**src/rtl/game_ctrl.sv**
```systemverilog
// Tic-tac-toe referee: tracks both players' boards, validates moves, and
// reports win/draw one cycle after each accepted move.
module game_ctrl (
  input  logic       clk,
  input  logic       rst_n,
  input  logic       start,
  input  logic       move_valid,
  input  logic [3:0] move_pos,
  output logic       move_ready,
  output logic [9:1] board_p1,
  output logic [9:1] board_p2,
  output logic       turn,
  output logic       illegal,
  output logic       p1_win,
  output logic       p2_win,
  output logic       draw,
  output logic       game_over,
  output logic [3:0] move_count
);

  // state    | meaning
  // IDLE     | after reset, waiting for start
  // P1_TURN  | waiting for a legal player-1 move
  // P1_CHECK | scoring player 1's board after its move
  // P2_TURN  | waiting for a legal player-2 move
  // P2_CHECK | scoring player 2's board after its move
  // DONE     | result held until start
  typedef enum logic [2:0] {IDLE, P1_TURN, P1_CHECK, P2_TURN, P2_CHECK, DONE} state_t;

  state_t     state_q, state_d;
  logic [9:1] board_p1_q, board_p1_d, board_p2_q, board_p2_d;
  logic [3:0] move_count_q, move_count_d;
  logic       turn_q, turn_d, illegal_q, illegal_d;
  logic       p1_win_q, p1_win_d, p2_win_q, p2_win_d;
  logic       draw_q, draw_d, game_over_q, game_over_d;

  logic       in_turn, pos_ok, legal, p1_line, p2_line, board_full;
  logic [9:1] cell_mask;

  function automatic logic has_line(input logic [9:1] b);
    return (b[1] & b[2] & b[3]) | (b[4] & b[5] & b[6]) | (b[7] & b[8] & b[9]) |
           (b[1] & b[4] & b[7]) | (b[2] & b[5] & b[8]) | (b[3] & b[6] & b[9]) |
           (b[1] & b[5] & b[9]) | (b[3] & b[5] & b[7]);
  endfunction

  assign in_turn    = (state_q == P1_TURN) || (state_q == P2_TURN);
  assign pos_ok     = (move_pos >= 4'd1) && (move_pos <= 4'd9);
  assign cell_mask  = pos_ok ? (9'b1 << (move_pos - 4'd1)) : '0;
  assign legal      = in_turn && move_valid && pos_ok &&
                      (((board_p1_q | board_p2_q) & cell_mask) == '0);
  assign p1_line    = has_line(board_p1_q);
  assign p2_line    = has_line(board_p2_q);
  assign board_full = (move_count_q == 4'd9);

  always_ff @(posedge clk or negedge rst_n) begin
    if (!rst_n) state_q <= IDLE;
    else        state_q <= state_d;
  end

  always_comb begin
    state_d = state_q;
    if (start) begin
      state_d = P1_TURN;
    end else begin
      unique case (state_q)
        P1_TURN:  if (legal) state_d = P1_CHECK;
        P2_TURN:  if (legal) state_d = P2_CHECK;
        P1_CHECK: state_d = (p1_line || board_full) ? DONE : P2_TURN;
        P2_CHECK: state_d = (p2_line || board_full) ? DONE : P1_TURN;
        default:  state_d = state_q;
      endcase
    end
  end

  always_comb begin
    board_p1_d   = board_p1_q;
    board_p2_d   = board_p2_q;
    move_count_d = move_count_q;
    illegal_d    = 1'b0;
    p1_win_d     = p1_win_q;
    p2_win_d     = p2_win_q;
    draw_d       = draw_q;
    game_over_d  = game_over_q;
    if (start) begin
      board_p1_d   = '0;
      board_p2_d   = '0;
      move_count_d = '0;
      p1_win_d     = 1'b0;
      p2_win_d     = 1'b0;
      draw_d       = 1'b0;
      game_over_d  = 1'b0;
    end else if (in_turn && move_valid) begin
      if (legal) begin
        if (state_q == P1_TURN) board_p1_d = board_p1_q | cell_mask;
        else                    board_p2_d = board_p2_q | cell_mask;
        move_count_d = move_count_q + 4'd1;
      end else begin
        illegal_d = 1'b1;
      end
    end else if (state_q == P1_CHECK || state_q == P2_CHECK) begin
      // A completed line wins even when the board is also full.
      if (state_q == P1_CHECK && p1_line) begin
        p1_win_d    = 1'b1;
        game_over_d = 1'b1;
      end else if (state_q == P2_CHECK && p2_line) begin
        p2_win_d    = 1'b1;
        game_over_d = 1'b1;
      end else if (board_full) begin
        draw_d      = 1'b1;
        game_over_d = 1'b1;
      end
    end
    unique case (state_d)
      P2_TURN, P2_CHECK: turn_d = 1'b1;
      DONE:              turn_d = turn_q;
      default:           turn_d = 1'b0;
    endcase
  end

  always_ff @(posedge clk or negedge rst_n) begin
    if (!rst_n) begin
      board_p1_q   <= '0;
      board_p2_q   <= '0;
      move_count_q <= '0;
      turn_q       <= 1'b0;
      illegal_q    <= 1'b0;
      p1_win_q     <= 1'b0;
      p2_win_q     <= 1'b0;
      draw_q       <= 1'b0;
      game_over_q  <= 1'b0;
    end else begin
      board_p1_q   <= board_p1_d;
      board_p2_q   <= board_p2_d;
      move_count_q <= move_count_d;
      turn_q       <= turn_d;
      illegal_q    <= illegal_d;
      p1_win_q     <= p1_win_d;
      p2_win_q     <= p2_win_d;
      draw_q       <= draw_d;
      game_over_q  <= game_over_d;
    end
  end

  assign move_ready = in_turn;
  assign board_p1   = board_p1_q;
  assign board_p2   = board_p2_q;
  assign move_count = move_count_q;
  assign turn       = turn_q;
  assign illegal    = illegal_q;
  assign p1_win     = p1_win_q;
  assign p2_win     = p2_win_q;
  assign draw       = draw_q;
  assign game_over  = game_over_q;

endmodule
```
**config.mk**
```make
export PLATFORM = sky130hd
export DESIGN_NAME = game_ctrl
export DESIGN_NICKNAME = d
export VERILOG_FILES = /design/src/rtl/game_ctrl.sv
export SDC_FILE = /design/constraint.sdc
export NUM_CORES = 1
export LEC_CHECK = 0
export ABC_AREA = 0
export BUFFER_PORTS_ARGS = -buffer_cell sky130_fd_sc_hd__buf_2
export CAP_MARGIN = 15
export CORE_UTILIZATION = 53
export DETAILED_ROUTE_END_ITERATION = 12
export GPL_TIMING_DRIVEN = 0
export HOLD_SLACK_MARGIN = 0.06
export PLACE_DENSITY = 0.78
export SYNTH_ARGS = -nofsm -noshare
export SYNTH_HDL_FRONTEND = slang
export SYNTH_SLANG_ARGS = --single-unit
```
**constraint.sdc**
```tcl
create_clock -name clk -period 3.3 [get_ports clk]
set_clock_uncertainty 0.2 [all_clocks]
set_input_delay 0.66 -clock clk [delete_from_list [all_inputs] [get_ports clk]]
set_output_delay 0.66 -clock clk [all_outputs]
set_load 0.1 [all_outputs]
```
* Word-level counts from Yosys, hierarchy flattened *
Cells that the tools add are included.

storage, ports and cells
  register bits = 31
  logic and storage cells = 146

cells by class
  $add $sub $neg = 2
  bitwise operators = 50
  magnitude comparators = 2
  mux-type cells = 42
  reductions and logical operators = 27
  eq/ne operators = 12
  shift operators = 1

operators with widths
  operator                                                           count
  two-way mux 9 bit                                                  9
  bitwise AND 1 bit                                                  32
  bitwise OR 9 bit                                                   3
  two-way mux 1 bit                                                  23
  two-way mux 3 bit                                                  5
  bitwise OR 1 bit                                                   14
  nonzero test 2 bit                                                 7
  two-way mux 4 bit                                                  3
  one-hot mux 3 bit (4 select lines)                                 1
  AND reduction 3 bit                                                4
  bitwise AND 9 bit                                                  1
  == test 3 x 2 -> 1 bit, second input constant                      3
  == test 3 bit, second input constant                               3
  logical NOT 9 bit                                                  1
  left shift 1 x 4 -> 9 bit, first input constant                    1
  != test 2 bit, second input constant                               4
  logical AND 1 bit                                                  6
  AND reduction 5 bit                                                1
  adder 4 x 1 -> 4 bit, second input constant                        1
  == test 4 bit, second input constant                               1
  greater-or-equal comparator 4 x 1 -> 1 bit, second input constant  1
  <= comparator 4 bit, second input constant                         1
  logical OR 1 bit                                                   4
  AND reduction 4 bit                                                1
  other kinds (6)                                                    6

* Logic depth before layout (Yosys ltp) *
  word-level depth = 16
  mapped depth = 10
  gate-level depth less buffers = 9

* Worst setup path after synthesis *
Ideal clock, no wire load.

  kind = register to register
  from = reg board_p1_q (netlist bit board_p1[1])
  to = reg turn_q (netlist: turn)
  cell stages (with the launch flop) = 10
  required time = 3.019 ns
  arrival time = 2.507 ns
  path slack = 0.512 ns
  path buffers = 2
  cell sequence = dfrtp_1 > or2_2 > a22oi_1 > and4_4 > buf_6 > and4b_4 > buf_6 > a31oi_4 > a211o_1 > o22ai_2

on the way
  cells in the longest elaborated chain, start to end = 16
  elaborated cells on any way between the ends = 28
  classes of those cells = eq/ne: 3; mux: 6; bitwise: 15; reduce/logical: 4

ends and longest elaborated chain
  what                                                            RTL line  source
  start: declaration                                              31        logic [9:1] board_p1_q, board_p1_d, board_p2_q, board_p2_d;
  start signal: assignment                                        132       board_p1_q <= board_p1_d;
  bitwise AND 1 bit (2 in a row)                                  41        return (b[1] & b[2] & b[3]) | (b[4] & b[5] & b[6]) | (b[7] & b[8] & b[9]) |
  bitwise OR 1 bit (3 in a row)                                   41
  bitwise OR 1 bit (3 in a row)                                   42        (b[1] & b[4] & b[7]) | (b[2] & b[5] & b[8]) | (b[3] & b[6] & b[9]) |
  bitwise OR 1 bit                                                43        (b[1] & b[5] & b[9]) | (b[3] & b[5] & b[7]);
  logical OR 1 bit                                                68        P1_CHECK: state_d = (p1_line || board_full) ? DONE : P2_TURN;
  two-way mux 3 bit                                               68
  one-hot mux 3 bit (4 select lines) *                            65        unique case (state_q)
  two-way mux 3 bit *                                             62        if (start) begin
  == test 3 x 2 -> 1 bit / == test 3 bit (equally long branches)  113       unique case (state_d)
  OR reduction 2 bit                                              113
  one-hot mux 1 bit (2 select lines)                              113
  end signal: assignment                                          135       turn_q <= turn_d;
  end: declaration                                                33        logic turn_q, turn_d, illegal_q, illegal_d;

Every way passes the cells marked *; elsewhere a longest branch is shown, timed or not.
A chain may end at the register's enable or synchronous reset.

* Final worst setup path *
  from = in move_pos[1]
  to = reg turn_q (netlist: turn)

on the way
  cells in the longest elaborated chain, start to end = 12
  elaborated cells on any way between the ends = 19
  classes of those cells = add/sub: 1; order compare: 2; eq/ne: 3; shift: 1; mux: 6; bitwise: 1; reduce/logical: 5

ends and longest elaborated chain
  what                                                                   RTL line  source
  start: declaration                                                     8         input logic [3:0] move_pos,
  subtractor 4 x 1 -> 4 bit, or another cell as far along                48        assign cell_mask = pos_ok ? (9'b1 << (move_pos - 4'd1)) : '0;
  left shift 1 x 4 -> 9 bit / logical AND 1 bit (equally long branches)  48, 47
  two-way mux 9 bit                                                      48
  bitwise AND 9 bit                                                      50        (((board_p1_q | board_p2_q) & cell_mask) == '0);
  logical NOT 9 bit                                                      50
  logical AND 1 bit *                                                    49        assign legal = in_turn && move_valid && pos_ok &&
  two-way mux 3 bit (on tied branches)                                   67, 66
  one-hot mux 3 bit (4 select lines) *                                   65
  two-way mux 3 bit *                                                    62
  == test 3 x 2 -> 1 bit / == test 3 bit (equally long branches)         113
  OR reduction 2 bit                                                     113
  one-hot mux 1 bit (2 select lines)                                     113

Marks and branches as above.

==> run summary <==
Slew Limit Fails -> 0
Final Cycle Share -> 82.96%
TNS Setup -> 0 ns
Detailed placement HPWL -> 3046 um
Max IR drop VDD -> 0.3343 mV
Share of the synthesized area in the top cell type -> 46.44%
CTS sink cnt -> 31
Antenna viol nets, final -> 0
Critical path cell sequence -> buf_2 -> buf_6 -> nor4b_1 -> a22oi_1 -> and4_4 -> buf_6 -> and4b_4 -> buf_6 -> a31oi_4 -> a211o_1 -> o22ai_2
Final #Nets -> 223
Clk_lat worst skew -> 0.34 ns
Post-synth top flop -> dfrtp_1
Bufs on Longest Clock Path -> 2
EDFF count, synth -> 0
Root buffer cell -> clkbuf_4
Async SR Flop Fraction -> 100.0%
Flop pwr share -> 42.4%
Post-synth top area cell -> dfrtp_1
Vias -> 1564
F_max -> 365.3 MHz
Cell Pwr Density -> 486.4 nW/um^2
Setup violations, final -> 0
Netlist cell types -> 44
Initial antenna violation count -> 0
First drt pass iteration count -> 5
RSZ-0062 raised after global routing -> no
Crit path arrival time -> 2.76 ns
Commonest non-fill, non-tap cell in the layout -> buf_2
Commonest cells after routing, fill and taps aside -> 37 x buf_2, 33 x nor2_1, 31 x dfrtp_1
Main area contributors after synthesis -> dfrtp_1 46%, nor2_1 7.4%, a21oi_1 6.6%, a22o_1 3.1%, buf_6 2.7%
Die Ht -> 58.14 um
Outcome -> completed
Syn avg cell area -> 9.711 um^2
First-pass GRT wire length -> 6948 um
GRT Overall Usage -> 27.65%
Routability cong. -> 0.8917
Hold Crit Class -> in -> async
Critical path's largest stage delay -> 0.59 ns
Setup crit end kind -> flip-flop
Postcts setup bufs -> 0
Leak -> 0.0009602 uW
CTS tree -> done
Full die area -> 3380 um^2
Clock transition at path regs -> 0.11 ns
Most frequent CP cell -> buf_6
Via density -> 6.062
Mapped Area -> 1670 um^2
H-tree levels -> 2
Crit Path Max Fanout -> 10
Net Switching -> 329.5 uW
Initial Util -> 55.17%
Final Routed Wirelength -> 4323 um
Area growth syn-to-layout -> 18.65%
Yosys reg bits -> 31
Vias in the first global route -> 1399
Switching part of the total -> 34.18%
Synth warn -> 0
WP data required -> 3.32 ns
# port buffers -> 34
MaxCap Viol Count -> 0
Startpoint type of the worst setup path -> input port
Hold buffers post-CTS -> 0
Mapped Cells -> 172
Final setup margin -> 0.5624 ns
Pint -> 634.5 uW
Die width -> 58.14 um
Worst-Margin Slew -> 0.6845 ns
Layout cells sized above 1 -> 30.37%
Register area share after synthesis -> 46.44%
PostCTS Resize Cnt -> 0
I/O pin count -> 37
WL/cell -> 16.76 um
Final min period -> 2.738 ns
Slowest cell on the critical path -> nor4b_1
Rel. slew slack -> 54.37%
Core box area -> 3028 um^2
Remaining routing DRC violations -> 0
Comb pwr share -> 24.9%
DP Worst Slack -> 0.2688 ns
Row cnt -> 20
DRT iter0 DRCs -> 134
Largest net degree at the start of global routing -> 32
Clk pwr share -> 32.8%
N_diodes -> 0
Overall power -> 964.0 uW
TritonCTS Buffers -> 5
Critical path class -> in -> reg
Syn_nets -> 182
Hold Vio Cnt, Final -> 0
Grt total ovfl -> 0
[metal layers]
layer,track usage (%),vias up,share of wire [%]
met4,11.90,0,3.1
met3,7.143,24,9.3
met1,38.25,729,42
met2,41.05,100,45
met5,0,-,0
li1,-,711,-
[cells in the mapped netlist (2+ instances only)]
| cell | n |
|---|---|
| nand3_1 | 2 |
| o21ai_0 | 6 |
| nor4b_1 | 3 |
| nor2_1 | 33 |
| a32oi_1 | 2 |
| dfrtp_1 | 31 |
| buf_6 | 4 |
| clkbuf_1 | 4 |
| or2_2 | 5 |
| buf_2 | 3 |
| a22oi_1 | 4 |
| and4bb_2 | 2 |
| inv_1 | 2 |
| a311oi_1 | 2 |
| a22o_1 | 6 |
| a41oi_1 | 2 |
| a211oi_1 | 2 |
| a21oi_1 | 22 |
| nand2b_1 | 3 |
| nand2_1 | 6 |
| xor2_1 | 2 |
| a31oi_1 | 2 |
| ha_1 | 2 |
| and4b_1 | 2 |
[registers in the layout, indices dropped and copies added, names as in the netlist, 3 cells and up]
| name | flops |
|---|---|
| board_p1 | 9 |
| board_p2 | 9 |
| move_count | 4 |
| state_q | 3 |
[final timing paths]
kind	startpoint	end	slack, ns	cells after the start
max in group asynchronous	rst_n	game_over$_DFFE_PN0P_	2.30	1
min	rst_n	board_p1[2]$_DFFE_PN0P_	0.15	1
max	move_pos[1]	turn$_DFFE_PN0P_	0.56	11
min reg2reg	game_over$_DFFE_PN0P_	game_over$_DFFE_PN0P_	0.30	2
max reg2reg	state_q[2]$_DFF_PN0_	turn$_DFFE_PN0P_	0.79	10
min in group clk	game_over$_DFFE_PN0P_	game_over$_DFFE_PN0P_	0.30	2
[power groups by stage]
| stage | registers (uW) | logic, uW | clock network, uW |
|---|---|---|---|
| floorplan | 482 | 124 | 0 |
| detailed placement | 416 | 239 | 0 |
| finish | 409 | 240 | 316 |
| global placement | 415 | 233 | 0 |
| CTS | 409 | 240 | 319 |
| global route | 411 | 254 | 332 |
[worst max-delay path: cells and delay by family]
kind            cells  cell delay, ns
buf+inv             4            0.53
simple gates        3            0.99
compound gates      4            0.59
[layout make-up]
class                           instances  area (um^2)
Timing Repair Buffer                   34        170.2
Clock buffer                            6        51.30
Tap cell                               44        55.05
Buffer                                 12        82.58
Sequential cell                        31        775.7
Multi-Input combinational cell        127        804.5
Fill cell                             268         1046
Inverter                                2        7.507
Clock inverter                          2        35.03
[cells by family (layout without fill, tap and decap cells)]
family                     Yosys count  count (layout)  synth area share (%)
buffers and inverters               14              56                 5.393
adders and majority gates            2               2                 1.498
xor gates and xnor gates             3               3                 1.573
and+or+nand+nor                     66              66                 21.95
DFF                                 31              31                 46.44
AOI/OAI and AO/OA                   56              56                 23.15
[per-stage QoR]
stage	cell area, um^2	cells	util (%)	hold WS, ns
final	1982	258	65.45	0.1469
after global routing	1982	258	65.45	0.2046
after detailed placement	1896	250	62.60	0.2864
after global placement	1896	250	62.60	0.2822
after floorplan	1670	172	-	0.1644
after CTS	1982	258	65.45	0.1758
(Power assumes the default switching activity.)
